File: src/rtl/aes_pkg.sv
// Shared AES controller definitions: FSM states, key-length encoding,
// round counts per key length and the key-length to Nr mapping.
package aes_pkg;

  typedef enum logic [1:0] {
    IDLE = 2'd0,
    RUN  = 2'd1,
    DONE = 2'd2
  } state_e;

  typedef enum logic [1:0] {
    KL128 = 2'd0,
    KL192 = 2'd1,
    KL256 = 2'd2
  } key_len_e;

  localparam int unsigned NR_128 = 10;
  localparam int unsigned NR_192 = 12;
  localparam int unsigned NR_256 = 14;

  // Round count for a key-length code; the reserved code falls back to AES-128.
  function automatic int unsigned nr_of(input logic [1:0] key_len);
    case (key_len)
      KL192:   return NR_192;
      KL256:   return NR_256;
      default: return NR_128;
    endcase
  endfunction

endpackage

File: src/rtl/aes_round_ctrl.sv
// aes_round_ctrl: round sequencer for the AES datapath (AES-128/192/256,
// encrypt/decrypt). Accepts a block via a valid/ready start handshake, steps
// the round counter once per unstalled cycle, and holds done until done_ack.
//
// Ports:
//   clk, rstn            clock, synchronous active-low reset
//   start_valid/ready    block start handshake (ready only in IDLE)
//   key_len, decrypt     configuration, sampled on accept
//   stall                datapath back-pressure; freezes progress, gates enables
//   rnd_no, key_idx      current round and round-key index
//   enb_sb/sr/mc/ar/ks   per-stage enables (RUN and not stalled only)
//   done, done_ack       held completion handshake
//   completed_round      one-hot of the last completed round (bit r-1)
//   abort                only when AES_CTRL_ABORT_EN is defined: drop the
//                        current block and return to IDLE
module aes_round_ctrl
  import aes_pkg::*;
#(
  parameter int unsigned MAX_ROUNDS = 14,
  parameter int unsigned RND_W      = 4
) (
  input  logic                  clk,
  input  logic                  rstn,
  input  logic                  start_valid,
  output logic                  start_ready,
  input  logic [1:0]            key_len,
  input  logic                  decrypt,
  input  logic                  stall,
  output logic [RND_W-1:0]      rnd_no,
  output logic [RND_W-1:0]      key_idx,
  output logic                  enb_sb,
  output logic                  enb_sr,
  output logic                  enb_mc,
  output logic                  enb_ar,
  output logic                  enb_ks,
  output logic                  done,
  input  logic                  done_ack,
`ifdef AES_CTRL_ABORT_EN
  input  logic                  abort,
`endif
  output logic [MAX_ROUNDS-1:0] completed_round
);

  state_e                  state_q, state_d;
  logic [RND_W-1:0]        rnd_q, rnd_d;
  logic [RND_W-1:0]        key_idx_q, key_idx_d;
  logic [RND_W-1:0]        nr_q, nr_d;
  logic                    dec_q, dec_d;
  logic                    done_q, done_d;
  logic                    start_ready_q, start_ready_d;
  logic [MAX_ROUNDS-1:0]   comp_q, comp_d;
  logic                    run_act;

  // Next-state and next-output computation.
  always_comb begin
    state_d   = state_q;
    rnd_d     = rnd_q;
    nr_d      = nr_q;
    dec_d     = dec_q;
    comp_d    = comp_q;

    case (state_q)
      IDLE: begin
        if (start_valid && start_ready_q) begin
          nr_d    = RND_W'(nr_of(key_len));
          dec_d   = decrypt;
          rnd_d   = '0;
          comp_d  = '0;
          state_d = RUN;
        end
      end
      RUN: begin
        if (!stall) begin
          // Round 0 is the initial AddRoundKey only and is not recorded.
          if (rnd_q != '0) begin
            comp_d = MAX_ROUNDS'(1) << (rnd_q - RND_W'(1));
          end
          if (rnd_q == nr_q) begin
            rnd_d   = '0;
            state_d = DONE;
          end else begin
            rnd_d = rnd_q + RND_W'(1);
          end
        end
      end
      DONE: begin
        if (done_ack) begin
          state_d = IDLE;
        end
      end
      default: begin
        rnd_d   = '0;
        state_d = IDLE;
      end
    endcase

`ifdef AES_CTRL_ABORT_EN
    // Abort outranks stall and done_ack.
    if (abort && (state_q != IDLE)) begin
      rnd_d   = '0;
      comp_d  = '0;
      state_d = IDLE;
    end
`endif

    key_idx_d     = (state_d == RUN) ? (dec_d ? (nr_d - rnd_d) : rnd_d) : '0;
    done_d        = (state_d == DONE);
    start_ready_d = (state_d == IDLE);
  end

  // State and output registers.
  always_ff @(posedge clk) begin
    if (!rstn) begin
      state_q       <= IDLE;
      rnd_q         <= '0;
      key_idx_q     <= '0;
      nr_q          <= RND_W'(NR_128);
      dec_q         <= 1'b0;
      comp_q        <= '0;
      done_q        <= 1'b0;
      start_ready_q <= 1'b1;
    end else begin
      state_q       <= state_d;
      rnd_q         <= rnd_d;
      key_idx_q     <= key_idx_d;
      nr_q          <= nr_d;
      dec_q         <= dec_d;
      comp_q        <= comp_d;
      done_q        <= done_d;
      start_ready_q <= start_ready_d;
    end
  end

  // Enables must drop in the same cycle stall rises, so they are gated
  // combinationally from registered state by the live stall input.
  assign run_act = (state_q == RUN) && !stall;
  assign enb_ar  = run_act;
  assign enb_sb  = run_act && (rnd_q != '0);
  assign enb_sr  = run_act && (rnd_q != '0);
  assign enb_ks  = run_act && (rnd_q != '0);
  assign enb_mc  = run_act && (rnd_q != '0) && (rnd_q != nr_q);

  assign start_ready     = start_ready_q;
  assign rnd_no          = rnd_q;
  assign key_idx         = key_idx_q;
  assign done            = done_q;
  assign completed_round = comp_q;

endmodule

File: config.mk
export PLATFORM = sky130hd
export DESIGN_NAME = aes_round_ctrl
export DESIGN_NICKNAME = d
export VERILOG_FILES = /design/src/rtl/aes_pkg.sv /design/src/rtl/aes_round_ctrl.sv
export SDC_FILE = /design/constraint.sdc
export NUM_CORES = 1
export LEC_CHECK = 0
export ABC_CLOCK_PERIOD_IN_PS = 2800
export CAP_MARGIN = 20
export CORE_ASPECT_RATIO = 0.75
export CORE_UTILIZATION = 49
export DETAILED_ROUTE_END_ITERATION = 16
export HOLD_SLACK_MARGIN = 0.12
export PLACE_DENSITY = 0.82
export SYNTH_ARGS = -nofsm -noshare
export SYNTH_HDL_FRONTEND = slang
export SYNTH_SLANG_ARGS = --single-unit
export TNS_END_PERCENT = 10
File: constraint.sdc
create_clock -name clk -period 2.8 [get_ports clk]
set_clock_uncertainty 0.15 [all_clocks]
set_input_delay 0.56 -clock clk [delete_from_list [all_inputs] [get_ports clk]]
set_output_delay 0.56 -clock clk [all_outputs]
set_load 0.03 [all_outputs]
==> results.cfg, run 1 <==
[critical_path]
cp_cell_sequence = clkdlybuf4s50_1 > and4bb_2 > buf_6 > nor2_1 > a21oi_1 > ha_1 > a21oi_2 > nand2_1 > xnor2_1 > or3b_1 > mux2i_1
crit_arrival_ns = 2.87
slowest_stage = clkdlybuf4s50_1
start_kind = primary input
max_stage_delay_ns = 0.47
critPathMaxFanout = 7
path_buf_inv = 2
critPathKind = in -> reg
critPathCaptureType = register
path_delay_family = simple AND/OR/NAND/NOR gates
required_ns = 2.88

[global_routing]
antenna_found_initial = 0
grt_usage_pct = 26.1
gr-total-overflow = 0
grt_pass1_wl_mm = 6.31
grt_pass1_vias = 1307
grt_max_degree = 19

[clocking]
clk_pin_slew_ns = 0.07
cts_root_buffer = clkbuf_8
cts_buffers = 5
cts.htree.levels = 2
cts_tree = built
clockBufferDepth = 2
hold_buffers = 0
cts_sinks = 31
clock_latency_ns = 0.30

[timing]
finalHoldViolations = 0
maxSlewViolCount = 0
post-route-period-util_pct = 99.9
slew_headroom_pct = 52.5
max_freq_mhz = 357
setup_viol = 0
max_slew.worst_pin.slew_ns = 0.708
hold_ws_ns = 0.364
min_period_ns = 2.80
rsz0062_at_grt = yes

[route]
drtIter0Drc = 152
routed_wl_mm = 3.91
viasPerCell = 5.42
num_vias = 1443
drtPass1Iterations = 5
routedWlPerCell_um = 14.7
drc = 0
final_antenna_net_count = 0

[synth]
synth_top_area_share_pct = 39.6
synth_nets = 197
netlist_area_mm2 = 0.00157
ys_types = 41
ys.flop_type = dfxtp_1
yosysSeqAreaShare_pct = 39.6
synth_area_leaders = dfxtp_1, ha_1, nor2_1
ys_seq_elements = 31
yosys_warnings = 0
synth-edff-count = 0
synthCells = 178
yosys.area.top_type = dfxtp_1
synth_area_per_cell_um2 = 8.81
synthArstFlopShare_pct = 0

[placement]
dp_hpwl_mm = 2.84
placed_cells = 257
port_buffers = 36
gp_congestion = 0.920

[floorplanning]
die_h_um = 51.0
core-area_mm2 = 0.00300
rows = 17
ios = 37
die_w_um = 67.3
die-area_mm2 = 0.00343
start_util_pct = 52.3

[layout]
instances_no_fill = 266
layout.nets = 246
layout-drive-gt1-share_pct = 18.0
fin_util_pct = 71.8
area_delta_synth_final_pct = 37.4
diodes = 0

[outcome]
status = finished, final reports clean

[power_and_ir_drop]
powerDensity_mw_per_mm2 = 508
cellLeakagePower_nw = 0.859
irDropWorstVdd_uv = 327

[flow_run]
cap_viol_max_count = 0

[worst_hold_path]
hp-class = reg -> reg
cells in the mapped netlist (2+ instances only):
master and instances:
dfxtp_1 31, nor2_1 30, nand2_1 15, a22oi_1 14
ha_1 10, inv_1 10, a21oi_1 7, o21ai_0 7
xnor2_1 7, nor2b_1 6, buf_4 4, mux2i_1 3
a211oi_1 2, a31o_2 2, and2_1 2, buf_2 2
nand2b_1 2
layer usage:
metal,vias up,wire length [um],global-route usage (%)
met5,-,0,0
met4,0,106,14.9
met3,11,252,5.80
met2,60,1800,38.2
met1,667,1750,34.9
li1,705,-,-
report_power, final:
group / switching [W] / total (W) / internal [W]
clock network: 0.000182 / 0.000447 / 0.000265
registers: 0.0000106 / 0.000462 / 0.000451
logic: 0.000105 / 0.000186 / 0.0000811
total: 0.000298 / 0.00110 / 0.000797
flip-flops by register name (all words and copies together) (netlist names):
signal,cells
key_idx,4
rnd_no,4
nr_q,4
state_q,2
completed_round,14
done,1
start_ready,1
dec_q,1
area by class of cell:
class	instances	area, um^2
well taps	38	47.5
clock inverters	3	43.8
fillers	215	845
repair buffers	50	455
clock buffers	5	68.8
multi-input cells	128	877
inverters	11	41.3
flip-flops and latches	31	621
stage by stage:
step	cell area (um^2)	setup WS (ns)	total power [W]	TNS [ns]
CTS	2130	0.00743	0.00109	0
floorplan	1570	0.107	0.000582	0
finish	2150	0.00271	0.00110	0
global placement	2010	-0.176	0.000641	-0.271
detailed placement	2010	-0.364	0.000648	-0.624
global route	2150	-0.154	0.00114	-0.154
path summary, 6_finish.rpt:
kind	end	cells past startpoint	startpoint	slack, ns
worst max register to register	key_idx[3]	11	rnd_no[0]	0.03
worst min-delay path	completed_round[8]	2	completed_round[8]	0.36
worst max-delay path	key_idx[3]	11	start_valid	0.003
worst min register to register	completed_round[8]	2	completed_round[8]	0.36
timing repair:
item	in CTS	in global routing
pin swaps	0	1
hold endpoints to repair	0	0
resized for setup	5	3
setup buffers	0	1
setup endpoints to repair	1	20
cell families after synthesis:
| kind of cell | Yosys count | share of synthesized area [%] |
|---|---|---|
| mux | 4 | 2.79 |
| flops | 31 | 39.6 |
| fa+ha+maj | 11 | 9.26 |
| buf+inv | 19 | 6.15 |
| simple gates | 67 | 20.8 |
| xor+xnor | 8 | 4.47 |
| compound gates | 38 | 17.0 |
layout by cell type (no fill, tap or decap), types with 2 or more instances in the layout:
master | Yosys | routed
a21oi_1 | 7 | 6
a21oi_2 | 1 | 2
a22oi_1 | 14 | 14
a31o_2 | 2 | 2
and2_1 | 2 | 2
buf_4 | 4 | 18
clkbuf_8 | 0 | 5
clkdlybuf4s50_1 | 0 | 30
dfxtp_1 | 31 | 31
ha_1 | 10 | 10
inv_1 | 10 | 10
mux2i_1 | 3 | 3
nand2_1 | 15 | 15
nand2b_1 | 2 | 2
nor2_1 | 30 | 30
nor2b_1 | 6 | 5
nor3b_2 | 1 | 2
o21ai_0 | 7 | 7
xnor2_1 | 7 | 7
worst min-delay path: cells and delay by family, from the launching register on:
kind / cells / cell delay [ns]
AND/OR/NAND/NOR: 1 / 0.08
flip-flops: 1 / 0.33
AO/OA/AOI/OAI: 1 / 0.08
Power figures use the tool's default switching activity.
==> inputs of run 2 (changes only) <==
--- a/config.mk
+++ b/config.mk
@@ -15,4 +15,3 @@
 export SYNTH_ARGS = -nofsm -noshare
 export SYNTH_HDL_FRONTEND = slang
 export SYNTH_SLANG_ARGS = --single-unit
-export TNS_END_PERCENT = 10
==> results of run 2 <==
Same layout as run 1: the final DEF is identical, and so are final timing and power.
